==> config.mk <==
export PLATFORM = sky130hd
export DESIGN_NAME = apb_slave_ws
export DESIGN_NICKNAME = d
export VERILOG_FILES = /design/src/rtl/apb_slave_ws.sv
export SDC_FILE = /design/constraint.sdc
export NUM_CORES = 1
export LEC_CHECK = 0
export CELL_PAD_IN_SITES_DETAIL_PLACEMENT = 1
export CELL_PAD_IN_SITES_GLOBAL_PLACEMENT = 1
export CORE_UTILIZATION = 40
export CTS_BUF_LIST = sky130_fd_sc_hd__clkbuf_16
export CTS_CLUSTER_DIAMETER = 150
export DETAILED_ROUTE_END_ITERATION = 8
export PLACE_DENSITY = 0.66
export SLEW_MARGIN = 0
export SYNTH_ARGS = -nofsm -noshare
export SYNTH_HDL_FRONTEND = slang
export SYNTH_SLANG_ARGS = --single-unit
==> constraint.sdc <==
create_clock -name PCLK -period 17.45 [get_ports PCLK]
set_clock_uncertainty 0.1 [all_clocks]
set_input_delay 2.6175 -clock PCLK [delete_from_list [all_inputs] [get_ports PCLK]]
set_output_delay 2.6175 -clock PCLK [all_outputs]
set_load 0.02 [all_outputs]
==> src/rtl/apb_slave_ws.sv <==
`default_nettype none
// ============================================================================
//  Module   : apb_slave_ws
//  Purpose  : APB completer with a LOCATION-word register file, a fixed number
//             of wait states per transfer and PSLVERR for out-of-range addresses.
//  Revision : 1.0  initial release
// ============================================================================
module apb_slave_ws #(
    parameter int ADDRESS     = 8,
    parameter int DATA        = 8,
    parameter int LOCATION    = 64,
    parameter int WAIT_CYCLES = 2
) (
    input  logic               PCLK,
    input  logic               PRESET,
    input  logic               PSEL,
    input  logic               PENABLE,
    input  logic               PWRITE,
    input  logic [ADDRESS-1:0] PADDR,
    input  logic [DATA-1:0]    PWDATA,
    output logic [DATA-1:0]    PRDATA,
    output logic               PREADY,
    output logic               PSLVERR
);

    localparam int             IDX_W     = (LOCATION > 1) ? $clog2(LOCATION) : 1;
    localparam logic [ADDRESS:0] LOC_LIMIT = (ADDRESS+1)'(LOCATION);
    localparam logic [3:0]     CNT_LOAD  = 4'(WAIT_CYCLES);

    localparam logic [0:0] ST_IDLE   = 1'b0;
    localparam logic [0:0] ST_ACCESS = 1'b1;

    logic [0:0]       state_q, state_d;
    logic [3:0]       cnt_q, cnt_d;
    logic [IDX_W-1:0] addr_q, addr_d;
    logic             wr_q, wr_d;
    logic             oor_q, oor_d;
    logic [DATA-1:0]  prdata_q, prdata_d;
    logic [DATA-1:0]  mem_q [LOCATION];

    logic             setup;
    logic             oor;
    logic             mem_we;
    logic [IDX_W-1:0] paddr_idx;

    assign setup     = PSEL & ~PENABLE;
    assign oor       = ({1'b0, PADDR} >= LOC_LIMIT);
    assign paddr_idx = PADDR[IDX_W-1:0];

    // State register
    always_ff @(posedge PCLK or posedge PRESET) begin
        if (PRESET) begin
            state_q <= ST_IDLE;
        end else begin
            state_q <= state_d;
        end
    end

    // Next-state logic; a setup seen in ACCESS keeps us in ACCESS and restarts
    always_comb begin
        state_d = state_q;
        case (state_q)
            ST_IDLE: begin
                if (setup) state_d = ST_ACCESS;
            end
            ST_ACCESS: begin
                if (!PSEL)                          state_d = ST_IDLE;
                else if (PENABLE && cnt_q == 4'd0)  state_d = ST_IDLE;
            end
            default: state_d = ST_IDLE;
        endcase
    end

    // Outputs depend on registered state only
    always_comb begin
        PREADY  = 1'b0;
        PSLVERR = 1'b0;
        if (state_q == ST_ACCESS && cnt_q == 4'd0) begin
            PREADY  = 1'b1;
            PSLVERR = oor_q;
        end
    end

    assign PRDATA = prdata_q;

    always_comb begin
        cnt_d    = cnt_q;
        addr_d   = addr_q;
        wr_d     = wr_q;
        oor_d    = oor_q;
        prdata_d = prdata_q;
        mem_we   = 1'b0;
        if (setup) begin
            cnt_d    = CNT_LOAD;
            addr_d   = paddr_idx;
            wr_d     = PWRITE;
            oor_d    = oor;
            prdata_d = (!PWRITE && !oor) ? mem_q[paddr_idx] : '0;
        end else if (state_q == ST_ACCESS && PSEL && PENABLE) begin
            if (cnt_q != 4'd0) begin
                cnt_d = cnt_q - 4'd1;
            end else begin
                mem_we = wr_q & ~oor_q;
            end
        end
    end

    always_ff @(posedge PCLK or posedge PRESET) begin
        if (PRESET) begin
            cnt_q    <= 4'd0;
            addr_q   <= '0;
            wr_q     <= 1'b0;
            oor_q    <= 1'b0;
            prdata_q <= '0;
        end else begin
            cnt_q    <= cnt_d;
            addr_q   <= addr_d;
            wr_q     <= wr_d;
            oor_q    <= oor_d;
            prdata_q <= prdata_d;
        end
    end

    // Write data is taken live at the completion edge, not from setup
    always_ff @(posedge PCLK or posedge PRESET) begin
        if (PRESET) begin
            for (int i = 0; i < LOCATION; i++) begin
                mem_q[i] <= '0;
            end
        end else if (mem_we) begin
            mem_q[addr_q] <= PWDATA;
        end
    end

endmodule
`default_nettype wire
==> summary.txt <==
Status
  • Status: finished clean

Global route
  • Most Crowded Layer GR: met2
  • Initial antenna violation count: 1
  • GRT Util Overall: 20.9%
  • First-pass GRT wire length: 98.8 mm
  • Met1 usage: 29.6%
  • GR met3 Demand/Resource: 2.96%
  • Met2 usage: 33.3%
  • Number of global-route vias before repair: 15300
  • Grt ovf: 0
  • Pin count of the biggest net entering global routing: 172

Floorplan
  • Row count: 90
  • Die width: 250 µm
  • Die span in y: 250 µm
  • I/O pins: 31
  • Die area: 62300 µm²
  • Initial Utilization: 40.5%
  • CORE AREA: 60500 µm²

Timing
  • RSZ-0062 raised after global routing: false
  • Max_slew headroom: 13.7%
  • Final period util: 31.6%
  • TNS Setup: 0 ps
  • Final Max Slew Viols: 0
  • Final min period: 5510 ps
  • Worst hold margin: 376 ps
  • Max Clk Rate: 181 MHz
  • Setup violators final: 0
  • Final Hold Viols: 0
  • Pin slew with the least headroom to its limit: 1290 ps

Hold path
  • Worst hold path endpoint: wr_q
  • Hold Path Class: register to register
  • Hold path cells: 2
  • Min-delay src: wr_q

Synth
  • Count leader, synth: dfrtp_1
  • Post-synthesis sequential area ratio: 54.4%
  • Top_reg_cell synth: dfrtp_1
  • Synthesized flop and latch total: 533
  • Post-Syn Nets: 1595
  • Mapped cell area: 24500 µm²
  • Main area contributors after synthesis: dfrtp_1, mux2_2, mux4_2
  • FFs w/ async S/R, synth: 100%
  • Mean Syn Cell Area: 15.6 µm²
  • Synth top area share: 54.4%
  • Netlist cell types: 48
  • Post-synth EDFFs: 0
  • Synth top cells by count: dfrtp_1, mux2_2, mux4_2, clkbuf_1, nand2_1
  • Synth Instances: 1573
  • Ys Warns: 0
  • Post-synth top area cell: dfrtp_1

Route
  • Initial DRC count: 658
  • Via-to-Cell Ratio: 5.73
  • Vias: 13700
  • Router iterations before antenna repair: 5
  • Final wirelength: 62.1 mm
  • Routed length per placed instance: 26.0 µm
  • ANT nets after route: 0
  • Drt drc: 0

Clocking
  • CTS Sinks: 533
  • Worst-Skew Late Latency: 620 ps
  • Post-CTS Setup Repair Bufs: 0
  • Clock root cell: clkbuf_16
  • H-tree Lvls: 2
  • # hold bufs at CTS: 0
  • CTS tree: yes
  • Clock tree buffer depth: 3
  • Num CTS Buffers: 59
  • CTS-repair resized insts: 0
  • Clock-pin slew on the worst setup and hold paths: 60 ps

Critical path
  • Setup slack, reg-to-reg: 14050 ps
  • Crit Path Max Fanout: 47
  • CP Launch Type: input pin
  • Worst EP arrival: 5900 ps
  • Worst R2R Path Depth: 7
  • Worst R2R Start: cnt_q[0]
  • Req. time, crit path: 17830 ps
  • RR Endpoint: mem_q[445]
  • Worst Setup Path Type: input pin to register
  • CP Capture Type: register

Place
  • Port bufs: 30
  • Final HPWL DP: 38.2 mm
  • RePlAce Congestion: 0.779

Pwr
  • PwrDens: 95.7 nW/µm²
  • Flop pwr share: 48.6%
  • Leak: 0.0131 µW
  • Net Sw Power: 620 µW
  • Clock Power Share: 45.9%
  • Int Pwr: 1980 µW
  • Worst vdd ir: 73.8 µV
  • Combinational Power Share: 5.5%
  • Switching share of power: 23.9%

Layout
  • Layout cells sized above 1: 49.1%
  • Area grow syn2layout: 10.9%
  • Antenna Cells: 0
  • Fin nets: 1587

Run
  • Max-Cap Viols: 0
[cell usage in the layout, fill, tap and decap left out, types with 7 or more instances in the layout]
cell             synthesis  layout
a22oi_1                 12      12
buf_2                   16       8
buf_4                   15      21
clkbuf_16                0      61
clkdlybuf4s50_1          0      19
clkinv_1                 0      13
clkinv_2                 0      11
dfrtp_1                533     533
inv_1                    7      20
mux2_1                   7       7
mux2_2                 518     518
mux2i_1                 48      48
mux4_1                   9       9
mux4_2                 121     121
nand2_1                 72      72
nor2_1                  11      11
nor2_2                  32      32
o21ai_0                  8       8
o21ai_1                  7       7
[worst max path at each step]
stage,slack (ps),depth (start not counted),to,startpoint
2_1_floorplan,7490,1,PRDATA[0],PRESET
3_3_place_gp,11240,8,PRDATA[5],PADDR[1]
3_5_place_dp,11230,8,PRDATA[0],PADDR[1]
4_1_cts,11850,8,PRDATA[0],PADDR[1]
5_1_grt,11650,8,PRDATA[0],PADDR[1]
6_report,11940,8,PRDATA[0],PADDR[1]
[area by class of cell]
class,instances,area [µm²]
multi-input combinational,913,10600
inverter,7,30.0
clock inverter,46,312
timing repair buffer,51,430
fill,5847,33300
tap,782,978
sequential,533,13300
clock buffer,61,1530
[worst max-delay path: stages]
cell	delay [ps]
buf_6	430
buf_4	850
buf_4	610
mux4_2	590
mux2i_1	240
a22oi_1	130
a32oi_1	250
o21ai_0	130
[logic make-up after synthesis]
logic type | count (synthesis) | share of synthesized area (%)
and+or+nand+nor | 156 | 3.31
buffers and inverters | 127 | 2.51
DFF | 533 | 54.4
xor gates and xnor gates | 3 | 0.107
AOI/OAI and AO/OA | 50 | 1.42
muxes | 703 | 38.2
adders and majority gates | 1 | 0.0511
[stage by stage]
stage                     instance area (µm²)  total power [µW]  worst slack (ps)  utilization, %  std cells
after CTS                               27200              2640             11850            44.9       2393
after global placement                  25300              1430             11240            41.9       2286
after global routing                    27200              2700             11650            44.9       2393
after detailed placement                25300              1430             11230            41.9       2286
final                                   27200              2600             11940            44.9       2393
after floorplan                         24500              1380              7490               -       1573
[state kept, by name (all words and copies together), names as in the netlist]
| signal | flops |
|---|---|
| PRDATA | 8 |
| addr_q | 6 |
| cnt_q | 4 |
| mem_q | 512 |
| oor_q | 1 |
| state_q | 1 |
| wr_q | 1 |
[routing by layer]
metal | up-vias | wire length (µm)
met3 | 95 | 2260
met1 | 7545 | 28400
met2 | 229 | 29900
met5 | - | 9
li1 | 5829 | -
met4 | 2 | 1520
[power by group through the flow]
stage	sequential, µW	combinational (µW)	clock (µW)
2_1_floorplan	1280	105	0
3_3_place_gp	1280	144	0
3_5_place_dp	1280	147	0
4_1_cts	1260	147	1230
5_1_grt	1260	158	1280
6_report	1260	144	1190
Power figures use the tool's default switching activity.
